**src/rtl/arb4way16_pkg.sv**
```systemverilog
// Shared definitions for the Hack bus controllers: FSM state encoding and
// requester indices used by the arbiter and its data mux.
package arb4way16_pkg;

  typedef enum logic {
    ST_IDLE = 1'b0,
    ST_BUSY = 1'b1
  } state_t;

  localparam logic [1:0] REQ_A = 2'd0;
  localparam logic [1:0] REQ_B = 2'd1;
  localparam logic [1:0] REQ_C = 2'd2;
  localparam logic [1:0] REQ_D = 2'd3;

endpackage

```
**src/rtl/mux4way16.sv**
```systemverilog
// 4:1 mux of 16-bit words; the arbiter drives sel with the granted requester.
module mux4way16
  import arb4way16_pkg::*;
(
  input  logic [15:0] a,
  input  logic [15:0] b,
  input  logic [15:0] c,
  input  logic [15:0] d,
  input  logic [1:0]  sel,
  output logic [15:0] out
);

  always_comb begin
    out = a;
    case (sel)
      REQ_A:   out = a;
      REQ_B:   out = b;
      REQ_C:   out = c;
      REQ_D:   out = d;
      default: out = a;
    endcase
  end

endmodule

```
**src/rtl/arb4way16.sv**
```systemverilog
// Round-robin arbiter sharing one 16-bit sink among four requesters, with
// bounded locked bursts and a mandatory idle cycle between grants.
module arb4way16
  import arb4way16_pkg::*;
#(
  parameter int MAX_BEATS = 8,
  parameter int CNT_W     = 8
) (
  input  logic        clk,
  input  logic        rst_n,
  input  logic [3:0]  req,
  input  logic [3:0]  lock,
  input  logic [15:0] data_a,
  input  logic [15:0] data_b,
  input  logic [15:0] data_c,
  input  logic [15:0] data_d,
  output logic [3:0]  gnt,
  output logic [1:0]  sel,
  output logic [15:0] out_data,
  output logic        out_valid,
  input  logic        out_ready,
  output logic        busy
);

  state_t           state;
  logic [1:0]       last;
  logic [CNT_W-1:0] beat_cnt;
  logic [1:0]       winner;
  logic             beat;
  logic             rel_now;

  // First requester set when scanning last+1, last+2, last+3, last.
  function automatic logic [1:0] rr_pick(input logic [3:0] r, input logic [1:0] prev);
    logic [1:0] idx;
    logic [1:0] win;
    logic       found;
    win   = prev;
    found = 1'b0;
    for (int i = 1; i <= 4; i++) begin
      idx = prev + 2'(i);
      if (!found && r[idx]) begin
        win   = idx;
        found = 1'b1;
      end
    end
    return win;
  endfunction

  assign winner    = rr_pick(req, last);
  assign busy      = (state == ST_BUSY);
  assign out_valid = busy && req[sel];
  assign beat      = out_valid && out_ready;

  // An abandoned grant releases without a beat; otherwise release on the
  // final beat of a burst or on any unlocked beat.
  assign rel_now = busy && (!req[sel] ||
                   (beat && (!lock[sel] || beat_cnt == CNT_W'(MAX_BEATS - 1))));

  always_ff @(posedge clk or negedge rst_n) begin
    if (!rst_n) begin
      state    <= ST_IDLE;
      gnt      <= 4'b0000;
      sel      <= REQ_A;
      last     <= REQ_D;
      beat_cnt <= '0;
    end else begin
      case (state)
        ST_IDLE: begin
          if (|req) begin
            gnt      <= 4'b0001 << winner;
            sel      <= winner;
            beat_cnt <= '0;
            state    <= ST_BUSY;
          end else begin
            gnt <= 4'b0000;
          end
        end
        ST_BUSY: begin
          if (rel_now) begin
            last     <= sel;
            gnt      <= 4'b0000;
            beat_cnt <= '0;
            state    <= ST_IDLE;
          end else if (beat) begin
            beat_cnt <= beat_cnt + 1'b1;
          end
        end
        default: state <= ST_IDLE;
      endcase
    end
  end

  mux4way16 u_mux (
    .a   (data_a),
    .b   (data_b),
    .c   (data_c),
    .d   (data_d),
    .sel (sel),
    .out (out_data)
  );

endmodule

```
**config.mk**
```make
export PLATFORM = sky130hd
export DESIGN_NAME = arb4way16
export DESIGN_NICKNAME = d
export VERILOG_FILES = /design/src/rtl/arb4way16_pkg.sv /design/src/rtl/mux4way16.sv /design/src/rtl/arb4way16.sv
export SDC_FILE = /design/constraint.sdc
export NUM_CORES = 1
export LEC_CHECK = 0
export CAP_MARGIN = 20
export CORE_ASPECT_RATIO = 1.4
export CORE_MARGIN = 5
export CORE_UTILIZATION = 30
export CTS_CLUSTER_DIAMETER = 30
export DETAILED_ROUTE_END_ITERATION = 7
export GPL_TIMING_DRIVEN = 0
export HOLD_SLACK_MARGIN = 0.05
export PLACE_DENSITY = 0.68
export RECOVER_POWER = 50
export SLEW_MARGIN = 20
export SYNTH_ARGS = -nofsm -noshare
export SYNTH_HDL_FRONTEND = slang
export SYNTH_SLANG_ARGS = --single-unit
export TNS_END_PERCENT = 10
```
**constraint.sdc**
```tcl
create_clock -name clk -period 2.2 [get_ports clk]
set_input_delay 0.22 -clock clk [delete_from_list [all_inputs] [get_ports clk]]
set_output_delay 0.22 -clock clk [all_outputs]
set_load 0.005 [all_outputs]
```
==> results.sh <==
export IMPL_comb_power_share_pct=71.1
export IMPL_slew_headroom_pct=34.8
export IMPL_min_period_over_period_pct=95.7
export IMPL_timing_final_crit_period_ns=2.11
export IMPL_antenna_cells=0
export IMPL_cts_buffers_inserted=3
export IMPL_async_flop_share_pct=100
export IMPL_finish_net_count=314
export IMPL_gp_congestion=0.746
export IMPL_placedCellCount=299
export IMPL_grt_setup_unrepaired="false"
export IMPL_finClkSkew_ns=0.00431
export IMPL_crit_family="buffers and inverters"
export IMPL_data_arrival_time_of_the_critical_path_ns=1.89
export IMPL_fillerInstances=476
export IMPL_pwr_share_seq_pct=19.7
export IMPL_internal_cell_power_mw=1.65
export IMPL_crit_fanout=9
export IMPL_drive_gt1_share_pct=18.6
export IMPL_hp_class="reg -> reg"
export IMPL_clock_root_buffer="clkbuf_8"
export IMPL_ys_seq_area_share_pct=26.9
export IMPL_power_switching_share_pct=35.6
export IMPL_vdd_ir_max_v=0.000474
export IMPL_setup_worst_path_start_class="input port"
export IMPL_chipWidth_um=71.6
export IMPL_critical_path_most_common_cell="clkdlybuf4s50_1"
export IMPL_power_density_nw_per_um2=950
export IMPL_timing_critical_path_to_type="primary output"
export IMPL_hold_path_startpoint="gnt[1]"
export IMPL_total_grt_usage_pct=16.0
export IMPL_yosys_top_cells_count="mux4_2 (16), dfrtp_1 (15), nand4_1 (10)"
export IMPL_die_y_um=96.2
export IMPL_remaining_drc_errors=0
export IMPL_grt_pass1_wl_mm=8.68
export IMPL_dp_hpwl_mm=4.39
export IMPL_first_pass_iters=4
export IMPL_core_area_um2=5160
export IMPL_clk_path_buf_depth=2
export IMPL_leakage_nw=1.04
export IMPL_max_cap_viol_count=0
export IMPL_post_drt_via_cell_ratio=5.27
export IMPL_cts_sink_count=17
export IMPL_detail_route_wirelength_met1_mm=2.10
export IMPL_synthesis_yosys_warnings=0
export IMPL_yosys_cell_count_top_type="mux4_2"
export IMPL_power_share_of_the_clock_group_pct=9.2
export IMPL_worstMarginPinSlew_ns=0.970
export IMPL_yosys_register_bits=17
export IMPL_synth_edf_count=0
export IMPL_boundaryPins=99
export IMPL_detail_route_wl_per_cell_um=17.7
export IMPL_post_cts_repair_setup_buffers=0
export IMPL_worst_hold_path_num_cells=1
export IMPL_most_used_flip_flop_cell_after_synthesis="dfrtp_1"
export IMPL_placed_cell_area_um2=2660
export IMPL_cp_num_cells=4
export IMPL_clock_insertion_delay_worst_skew_ns=0.25
export IMPL_largest_incremental_delay_on_the_critical_path_ns=0.61
export IMPL_clkTransAtPathRegs_ns=0.06
export IMPL_crit_path_top_delay_cell="clkdlybuf4s50_1"
export IMPL_synthesis_nets=211
export IMPL_hold_viol_final=0
export IMPL_placementRows=31
export IMPL_post_synth_num_cell_types=51
export IMPL_crit_reg2reg_launch="sel[0]"
export IMPL_setup_violations=0
export IMPL_cp_cell_sequence="clkdlybuf4s50_1 -> mux2i_1 -> o22ai_4 -> clkdlybuf4s50_1"
export IMPL_synthToLayoutAreaGrowth_pct=69.7
export IMPL_postLayoutCellArea_um2=2700
export IMPL_highest_signal_layer="met4"
export IMPL_max_freq_mhz=475
export IMPL_synth_top_cell_by_area="dfrtp_1"
export IMPL_criticalPathCategory="in -> out"
export IMPL_reg2reg_depth=5
export IMPL_via_count=1596
export IMPL_grt_overflow_total=0
export IMPL_post_cts_hold_buffer_count=0
export IMPL_totalWireLength_mm=5.38
export IMPL_detailroute_wirelength_met3_um=354
export IMPL_wl_met2_mm=2.89
export IMPL_synthDominantCellAreaShare_pct=23.6
export IMPL_pin_count_of_the_biggest_net_entering_global_routing=18
export IMPL_ys_top_cells_by_area="dfrtp_1 (24%), mux4_2 (23%), nand4_1 (3.9%)"
export IMPL_cts_tree="yes"
export IMPL_reg2reg_setup_slack_ns=0.28
export IMPL_synth_cell_area_um2=1590
export IMPL_drv_slew=0
export IMPL_initial_utilization_pct=30.9
export IMPL_worst_path_buf_inv=2
export IMPL_drt_first_iter_violations=23
export IMPL_final_cell_count_no_fill=303
export IMPL_vias_in_the_first_global_route=1651
export IMPL_syn_inst=135
export IMPL_port_buffers=98
export IMPL_outcome="finished, final reports clean"
export IMPL_antenna_violating_nets_post_route=0
export IMPL_syn_mean_instance_area_um2=11.8
export IMPL_wp_data_required_ns=1.98
export IMPL_reg2reg_to="beat_cnt[7]"
export IMPL_dieArea_um2=6880
export IMPL_switchingPower_mw=0.912
export IMPL_antenna_found_initial=0
export IMPL_htreeDepth=1
export IMPL_worstHoldEndpoint="gnt[1]"
==> stage by stage <==
stage	setup WS (ns)	setup TNS [ns]	power (mW)	hold slack, ns	utilization (%)
final	0.0942	0	2.57	0.492	52.3
after floorplan	0.559	0	1.59	-0.0756	-
after global routing	0.0230	0	2.77	0.502	52.3
after detailed placement	-0.0622	-0.303	2.39	0.480	51.5
after global placement	-0.0314	-0.145	2.38	0.483	51.5
after CTS	0.0452	0	2.63	0.473	52.5
==> sequential cells by signal, summed over array words and instances (netlist names) <==
signal	count
last	2
gnt	4
beat_cnt	8
sel	2
busy	1
==> cell families (layout without fill, tap and decap cells) <==
| logic type | after synthesis | in the layout | synth area share, % |
|---|---|---|---|
| AO/OA/AOI/OAI | 32 | 32 | 17.4 |
| adder cells (fa/ha/maj) | 1 | 1 | 0.786 |
| buffers and inverters | 15 | 117 | 6.29 |
| flip-flops | 17 | 17 | 26.9 |
| multiplexers | 25 | 25 | 29.9 |
| AND/OR/NAND/NOR | 45 | 45 | 18.8 |
==> cell type report <==
type / instances / area [um^2] / area share (%)
repair buffers: 98 / 972 / 36.0
inverters: 6 / 22.5 / 0.834
plain buffers: 9 / 96.3 / 3.57
clock buffers: 4 / 45.0 / 1.67
well taps: 66 / 82.6 / 3.06
flip-flops and latches: 17 / 429 / 15.9
multi-input cells: 103 / 1050 / 39.0
==> how the worst max path moves through the flow <==
stage | from | end
floorplan | sel[1] | last[1]
global placement | sel[1] | out_data[7]
detailed placement | req[3] | beat_cnt[7]
CTS | sel[1] | out_data[6]
global route | sel[1] | out_valid
finish | req[3] | out_valid
==> routing by layer <==
metal / GRT usage, % / vias up
li1: - / 760
met1: 18.5 / 774
met2: 30.1 / 58
met3: 3.13 / 4
met4: 3.45 / 0
met5: 0 / -
==> power by group through the flow <==
stage / Clock [mW] / Sequential [mW] / Combinational, mW
after floorplan: 0 / 0.503 / 1.08
after global placement: 0 / 0.511 / 1.87
after detailed placement: 0 / 0.512 / 1.88
after CTS: 0.243 / 0.507 / 1.88
after global routing: 0.257 / 0.526 / 1.98
final: 0.236 / 0.506 / 1.82
==> layout by cell type (no fill, tap or decap), types with 4 or more instances in the layout <==
| cell | Yosys | final |
|---|---|---|
| clkdlybuf4s50_1 | 0 | 83 |
| mux4_2 | 16 | 16 |
| dfrtp_1 | 15 | 14 |
| nand4_1 | 10 | 10 |
| o21ai_0 | 9 | 9 |
| dlygate4sd3_1 | 0 | 8 |
| nor2_1 | 7 | 7 |
| dlygate4sd2_1 | 0 | 7 |
| inv_1 | 6 | 6 |
| nand3_1 | 5 | 5 |
| buf_4 | 3 | 4 |
==> timing repair <==
action	4_1_cts	5_1_grt
endpoints found under the setup margin	9	3
pin swaps	0	1
resized for setup	13	1
Note: power is estimated with default switching activity, not from simulation.
